## src/rtl/chimera_pkg.sv

```systemverilog
// Shared types and defaults for the memory-island port arbiter.
// Arbiter state encoding and default sizing constants.
package chimera_pkg;

  localparam int unsigned DefNumReq  = 4;
  localparam int unsigned DefMaxTxns = 8;

  typedef enum logic {
    ST_IDLE   = 1'b0,
    ST_LOCKED = 1'b1
  } arb_state_e;

endpackage

```

## src/rtl/chimera_memisland_arb_tag_fifo.sv

```systemverilog
// Tag FIFO remembering which requester owns each outstanding burst.
// Head is the owner of the oldest burst still awaiting its response.
import chimera_pkg::*;

module chimera_memisland_arb_tag_fifo #(
  parameter int unsigned Depth = DefMaxTxns,
  parameter int unsigned Width = 2
) (
  input  logic             clk_i,
  input  logic             rst_i,
  input  logic             push_i,
  input  logic [Width-1:0] data_i,
  input  logic             pop_i,
  output logic             full_o,
  output logic             empty_o,
  output logic [Width-1:0] head_o
);

  localparam int unsigned AW = $clog2(Depth);

  logic [Width-1:0] mem_q [Depth];
  logic [AW-1:0]    wr_q, wr_d;
  logic [AW-1:0]    rd_q, rd_d;
  logic [AW:0]      cnt_q, cnt_d;

  assign full_o  = (cnt_q == (AW+1)'(Depth));
  assign empty_o = (cnt_q == '0);
  assign head_o  = mem_q[rd_q];

  // Pointer and occupancy update; pointers wrap since depth is 2^n.
  always_comb begin
    wr_d  = wr_q;
    rd_d  = rd_q;
    cnt_d = cnt_q;
    if (push_i) wr_d = wr_q + 1'b1;
    if (pop_i)  rd_d = rd_q + 1'b1;
    unique case ({push_i, pop_i})
      2'b10:   cnt_d = cnt_q + 1'b1;
      2'b01:   cnt_d = cnt_q - 1'b1;
      default: cnt_d = cnt_q;
    endcase
  end

  // Control registers, cleared by synchronous reset.
  always_ff @(posedge clk_i) begin
    if (rst_i) begin
      wr_q  <= '0;
      rd_q  <= '0;
      cnt_q <= '0;
    end else begin
      wr_q  <= wr_d;
      rd_q  <= rd_d;
      cnt_q <= cnt_d;
    end
  end

  // Storage needs no reset; occupancy guards every read.
  always_ff @(posedge clk_i) begin
    if (push_i) mem_q[wr_q] <= data_i;
  end

endmodule

```

## src/rtl/chimera_memisland_port_arb.sv

```systemverilog
// Round-robin burst arbiter sharing one memory-island wide port.
// Burst owners are queued so responses route back in order.
import chimera_pkg::*;

module chimera_memisland_port_arb #(
  parameter int unsigned NumReq  = DefNumReq,
  parameter int unsigned MaxTxns = DefMaxTxns
) (
  input  logic                      clk_i,
  input  logic                      rst_i,
  input  logic [NumReq-1:0]         req_valid_i,
  input  logic [NumReq-1:0]         req_last_i,
  output logic [NumReq-1:0]         req_ready_o,
  output logic                      mem_valid_o,
  output logic                      mem_last_o,
  input  logic                      mem_ready_i,
  output logic [$clog2(NumReq)-1:0] mem_sel_o,
  input  logic                      rsp_valid_i,
  input  logic                      rsp_last_i,
  output logic                      rsp_ready_o,
  output logic [NumReq-1:0]         rsp_valid_o,
  input  logic [NumReq-1:0]         rsp_ready_i,
  output logic                      err_o
);

  localparam int unsigned W = $clog2(NumReq);

  arb_state_e state_q, state_d;
  logic [W-1:0] owner_q, owner_d;
  logic [W-1:0] rr_q, rr_d;
  logic         err_q, err_d;

  logic [W-1:0] pick;
  logic         pick_vld;
  logic [W-1:0] idx;

  logic         push, pop;
  logic         full, empty;
  logic [W-1:0] head;

  assign mem_sel_o = owner_q;
  assign err_o     = err_q;

  // First valid requester at or after the round-robin pointer.
  always_comb begin
    pick     = '0;
    pick_vld = 1'b0;
    idx      = '0;
    for (int unsigned i = 0; i < NumReq; i++) begin
      idx = W'((32'(rr_q) + i) % NumReq);
      if (!pick_vld && req_valid_i[idx]) begin
        pick     = idx;
        pick_vld = 1'b1;
      end
    end
  end

  // Grant FSM and request-path muxing; ownership held until last beat.
  always_comb begin
    state_d     = state_q;
    owner_d     = owner_q;
    rr_d        = rr_q;
    push        = 1'b0;
    mem_valid_o = 1'b0;
    mem_last_o  = 1'b0;
    req_ready_o = '0;
    unique case (state_q)
      ST_IDLE: begin
        if (pick_vld && !full) begin
          owner_d = pick;
          state_d = ST_LOCKED;
        end
      end
      ST_LOCKED: begin
        mem_valid_o          = req_valid_i[owner_q];
        mem_last_o           = req_last_i[owner_q];
        req_ready_o[owner_q] = mem_ready_i;
        if (mem_valid_o && mem_ready_i && mem_last_o) begin
          push    = 1'b1;
          state_d = ST_IDLE;
          rr_d    = (owner_q == W'(NumReq - 1)) ? '0 : owner_q + 1'b1;
        end
      end
      default: state_d = ST_IDLE;
    endcase
  end

  // Response routing to the oldest owner; stray beats are dropped.
  always_comb begin
    rsp_valid_o = '0;
    rsp_ready_o = 1'b0;
    pop         = 1'b0;
    err_d       = err_q;
    if (!empty) begin
      rsp_valid_o[head] = rsp_valid_i;
      rsp_ready_o       = rsp_ready_i[head];
      pop = rsp_valid_i && rsp_ready_i[head] && rsp_last_i;
    end else if (rsp_valid_i) begin
      rsp_ready_o = 1'b1;
      err_d       = 1'b1;
    end
  end

  // Arbiter state registers with synchronous reset.
  always_ff @(posedge clk_i) begin
    if (rst_i) begin
      state_q <= ST_IDLE;
      owner_q <= '0;
      rr_q    <= '0;
      err_q   <= 1'b0;
    end else begin
      state_q <= state_d;
      owner_q <= owner_d;
      rr_q    <= rr_d;
      err_q   <= err_d;
    end
  end

  chimera_memisland_arb_tag_fifo #(
    .Depth (MaxTxns),
    .Width (W)
  ) u_tag_fifo (
    .clk_i   (clk_i),
    .rst_i   (rst_i),
    .push_i  (push),
    .data_i  (owner_q),
    .pop_i   (pop),
    .full_o  (full),
    .empty_o (empty),
    .head_o  (head)
  );

endmodule
```

## config.mk

```make
export PLATFORM = sky130hd
export DESIGN_NAME = chimera_memisland_port_arb
export DESIGN_NICKNAME = d
export VERILOG_FILES = /design/src/rtl/chimera_pkg.sv /design/src/rtl/chimera_memisland_arb_tag_fifo.sv /design/src/rtl/chimera_memisland_port_arb.sv
export SDC_FILE = /design/constraint.sdc
export NUM_CORES = 1
export LEC_CHECK = 0
export BUFFER_PORTS_ARGS = -buffer_cell sky130_fd_sc_hd__clkbuf_2
export CORE_AREA = 3 3 68 70
export DETAILED_ROUTE_END_ITERATION = 7
export DIE_AREA = 0 0 71 73
export GPL_TIMING_DRIVEN = 0
export PLACE_DENSITY = 0.64
export SYNTH_ARGS = -nofsm -noshare
export SYNTH_HDL_FRONTEND = slang
export SYNTH_SLANG_ARGS = --single-unit
```

## constraint.sdc

```tcl
create_clock -name clk_i -period 8.8 [get_ports clk_i]
set_input_delay 0.44 -clock clk_i [delete_from_list [all_inputs] [get_ports clk_i]]
set_output_delay 0.44 -clock clk_i [all_outputs]
set_load 0.05 [all_outputs]
```

# [Yosys cells after proc, flatten, opt, wreduce, memory -nomap -nowiden]
# Memories as Yosys holds them, arrays and structs flattened. A register that Yosys moved wholly into a read port is not among the register bits.
# Index checks and enable logic that the tools add are counted.
[totals] regBits=16 latchBits=0 out_inout_bits=14 memories=1 elab_cells=94 romBits=0 mem_bits_rw=16 in_bits=17
[op_classes] eq_ne=4 n_addsub=8 reduce_logical=19 shifts=0 div=0 n_mux=44 order_cmp=8 multipliers=0 bitwise_logic=3
[mem_list] memory="u_tag_fifo.mem_q" depth=8 width=2 read_ports=1 rd_clocked_by_memory_dff=1 wr=1 line_no="chimera_memisland_arb_tag_fifo.sv:21" source="logic [Width-1:0] mem_q [Depth];"
[op_table] operator="1-bit two-way mux" count=24
[op_table] operator="2-bit by 3-bit less-than comparator with 1-bit output (second input constant)" count=6
[op_table] operator="1-bit binary-select mux with 2-bit select" count=7
[op_table] operator="1-bit logical AND" count=10
[op_table] operator="2-bit two-way mux" count=5
[op_table] operator="4-bit AND" count=2
[op_table] operator="4-bit two-way mux" count=2
[op_table] operator="4-bit one-hot mux with 2 select lines" count=1
[op_table] operator="3-bit by 1-bit adder with 3-bit output (second input constant)" count=2
[op_table] operator="3-bit two-way mux" count=2
[op_table] operator="2-bit AND reduction" count=3
[op_table] operator="2-bit by 1-bit adder with 2-bit output (second input constant)" count=2
[op_table] operator="2-bit adder (second input constant)" count=2
[op_table] operator="4-bit by 1-bit adder with 4-bit output (second input constant)" count=1
[op_table] operator="1-bit demux with 2-bit select" count=2
[op_table] operator="2-bit == test (second input constant)" count=2
[op_table] operator="4-bit == test (second input constant)" count=1
[op_table] operator="2-bit by 1-bit >= comparator with 1-bit output (second input constant)" count=2
[op_table] operator="1-bit zero test" count=4
[op_table] operator="4-bit zero test" count=1
[op_table] operator="4-bit by 1-bit subtractor with 4-bit output (second input constant)" count=1
[op_table] operator="2-bit by 1-bit == test with 1-bit output (second input constant)" count=1
[op_table] operator="1-bit one-hot mux with 2 select lines" count=1
[op_table] operator="2-bit nonzero test" count=1
[op_table] operator="1-bit NOT" count=1

# [Depth between registers and ports, before layout]
[depth] depth_word=15 depth_mapped=13 depth_no_buf=11

# [Hierarchy]
# Synthesis repeated with hierarchy kept, for this count alone.
[unflattened] cells_unflattened=152 hier_area_um2=1752.9
[by_module_without_submodules] mod="chimera_memisland_arb_tag_fifo" instances=1 cells_per_inst=93 area_per_inst_um2=1236.2 seq_area_each_um2=740.7
[by_module_without_submodules] mod="chimera_memisland_port_arb" instances=1 cells_per_inst=59 area_per_inst_um2=516.7 seq_area_each_um2=120.1

# [Least setup slack after synthesis]
# Ideal clock, no wire load.
[synth_timing] kind="register to register" from="register (tool-made name)" to="register u_tag_fifo.cnt_q[2]" period_less_slack_ns=3.242 required_time_ns=8.730 stages_incl_launch_ff=14 setup_time_ns=0.070 setup_slack_ns=5.558 path_buffers=2 t_arrival_ns=3.172 cell_sequence="dfxtp_1 > buf_6 > mux2_1 > mux4_2 > mux4_2 > and3_4 > buf_6 > ha_1 > xor2_1 > ha_1 > a21oi_1 > xor2_1 > or3_1 > a21oi_1"
[synth_lines] element="end signal, assigned" line_no="chimera_memisland_arb_tag_fifo.sv:53" source="cnt_q <= cnt_d;"
[synth_lines] element="end, declared" line_no="chimera_memisland_arb_tag_fifo.sv:24" source="logic [AW:0] cnt_q, cnt_d;"

==> impl_metrics.tcl <==
set metrics [dict create \
    setup_viol 0 \
    yosys_warnings 0 \
    slowest_delay_ps 510 \
    seq_power_share_pct 50.1 \
    slowest_stage "mux4_2" \
    grt_first_pass_wirelength_microns 6058 \
    ctsHoldBuffers 0 \
    die_y_microns 73 \
    antenna_found_initial 0 \
    async_flop_share_pct 0 \
    path_cells "buf_6 -> mux2_1 -> mux4_2 -> mux4_2 -> and3_4 -> buf_6 -> ha_1 -> xor2_1 -> ha_1 -> a21oi_1 -> xor2_1 -> or3_1 -> a21oi_1" \
    status "finished clean" \
    p_comb_share_pct 11.1 \
    use_met1_pct 17.22 \
    dieArea_sq_mm 0.005183 \
    clk_root_buffer_cell "clkbuf_8" \
    drt-initial-drc-count 61 \
    fillers 365 \
    cts_tree "done" \
    grt_pass1_vias 1347 \
    worstPathRequired_ps 9010 \
    ioPinCount 31 \
    drc 0 \
    cts_max_path_buffers 2 \
    cts_sinks 35 \
    drive_gt1_share_pct 26.40 \
    fmax_mhz 289.8 \
    crit_fanout 6 \
    p_int_mw 0.2702 \
    end_kind "register" \
    finalNonFillerCells 247 \
    antenna-diode-count 0 \
    rsz0062_at_grt "false" \
    skew_ps 3.412 \
    start_kind "register" \
    pre_cts_slack_ps 5350 \
    cts_made_buffers 5 \
    io_buffers 29 \
    dp.cells 239 \
    power_density_mw_per_mm2 164.9 \
    ys.flop_type "dfxtp_1" \
    tightest_slew_ps 668.9 \
    drt-pass1-iter-count 4 \
    top_usage_layer "met2" \
    synth-seq-cells 35 \
    p_leak_nw 0.8910 \
    fin_ws_ps 5350 \
    synth.avg_cell_area_sq_um 11.45 \
    grt_use_met2_pct 25.64 \
    fin_area_sq_mm 0.002147 \
    whs_ps 425.0 \
    fin_crit_sh_pct 39.21 \
    relSlewSlack_pct 54.99 \
    die_x_microns 71 \
    ys_types 38 \
    min_period_ps 3450 \
    synth-edff-count 16 \
    clk_transition_reported_paths_ps 70 \
    cp_num_buf_inv 2 \
    grt_use_total_pct 14.80 \
    overflow 0 \
    grt_max_degree 17 \
    clkPwrFrac_pct 38.9 \
    switching_share_pct 23.67 \
    core_area_sq_mm 0.004029 \
    post_cts_buffers 0 \
    vias_per_cell 5.368 \
    netlist_instances 160 \
    hold_violations 0 \
    finalNetCount 222 \
    ys_seq_area_share_pct 46.99 \
    grt_use_met3_pct 4.821 \
    drv_cap 0 \
    drt-total-wl_microns 3493 \
    gp_congestion 0.7638 \
    holdCritPathClass "in -> reg" \
    cts.repair.resized 0 \
    p_sw_mw 0.08379 \
    syn2layout_area_growth_pct 17.21 \
    synth_area_sq_mm 0.001832 \
    post_drt_wl_per_cell_microns 14.14 \
    vias 1326 \
    dpl.hpwl_microns 2624 \
    fin_setup_tns_ps 0 \
    htree_num_levels 2 \
    start_util_pct 45.47 \
    row_count 23 \
    cp_top_family "multiplexers" \
    final_util_pct 53.29 \
    synthesis.nets 186 \
    vdd_drop_max_mv 0.08768 \
    power_mw 0.3540 \
    critPathKind "reg -> reg" \
    cp_data_arrival_time_ps 3660 \
    detail-route-antenna-nets 0 \
    clkLatencyLatePin_ps 280 \
    placed_area_sq_mm 0.002039 \
    drv_slew 0 \
]
[final cells by class]
cell class | instances | area [sq um] | share of cell area, %
tap | 50 | 62.56 | 2.914
timing repair buffer | 29 | 145.1 | 6.760
inverter | 7 | 26.28 | 1.224
multi-input combinational | 111 | 902.1 | 42.02
sequential | 35 | 860.8 | 40.09
buffer | 7 | 42.54 | 1.981
clock inverter | 3 | 38.79 | 1.807
clock buffer | 5 | 68.82 | 3.205
[registers in the layout, summed over array words and instances, names as in the netlist, named ones only]
signal            cells
rr_q                  2
u_tag_fifo.cnt_q      4
mem_sel_o             2
err_o                 1
state_q               1
u_tag_fifo.wr_q       3
u_tag_fifo.mem_q     16
u_tag_fifo.rd_q       3
[cells in the final DEF, fill, tap and decap left out, drive strengths merged, types with 4 or more instances in the layout]
cell type  instances
a21oi             10
and3               6
clkbuf            39
dfxtp             19
edfxtp            16
ha                 9
inv                7
mux2               9
mux2i              6
mux4               6
nand2b             7
nor2              20
nor2b              4
nor3               4
xor2               5
[power by group through the flow]
stage	clock network, mW	registers [mW]	logic [mW]
4_1_cts	0.142	0.177	0.0395
2_1_floorplan	0	0.183	0.0250
3_5_place_dp	0	0.181	0.0393
5_1_grt	0.148	0.178	0.0429
3_3_place_gp	0	0.181	0.0378
6_report	0.138	0.177	0.0392
[cells in the mapped netlist, drive strengths merged (4+ instances only)]
library cell   n  share of area (%)
and3           6                2.3
nor2b          4                1.4
ha             9                6.1
xor2           5                2.4
mux2           9                6.6
mux4           6                7.6
nand2b         7                2.4
edfxtp        16                 26
inv            7                1.4
nor3           4                1.1
nor2          20                4.1
a21oi         10                2.7
clkbuf         5                1.1
mux2i          6                3.3
dfxtp         19                 21
[path summary, 6_finish.rpt]
| path | startpoint | endpoint | slack (ps) | depth (start not counted) |
|---|---|---|---|---|
| max | register | u_tag_fifo.cnt_q[2]$_SDFFE_PP0P_ | 5350 | 13 |
| min | rsp_valid_i | err_o$_SDFFE_PP0P_ | 420 | 3 |
| max reg2reg | register | u_tag_fifo.cnt_q[2]$_SDFFE_PP0P_ | 5350 | 13 |
| min reg2reg | err_o$_SDFFE_PP0P_ | err_o$_SDFFE_PP0P_ | 490 | 2 |
[tightest hold or removal path, delay by kind of cell]
kind	cells	cell delay, ps
buf+inv	1	100
simple gates	1	80
compound gates	1	60
[cell families after synthesis]
group / after synthesis / share of synthesized area, %
multiplexers: 21 / 17.42
buffers and inverters: 14 / 3.757
adder cells (fa/ha/maj): 9 / 6.148
AO/OA/AOI/OAI: 17 / 5.465
flip-flops: 35 / 46.99
AND/OR/NAND/NOR: 58 / 17.35
XOR/XNOR: 6 / 2.869
[layer usage]
| layer | vias up | wire [microns] | part of all wire, % |
|---|---|---|---|
| met5 | - | 0 | 0 |
| met4 | 0 | 44 | 1.3 |
| met3 | 6 | 232 | 6.6 |
| met2 | 49 | 1647 | 47 |
| met1 | 621 | 1568 | 45 |
| li1 | 650 | - | - |
Power figures use the tool's default switching activity.
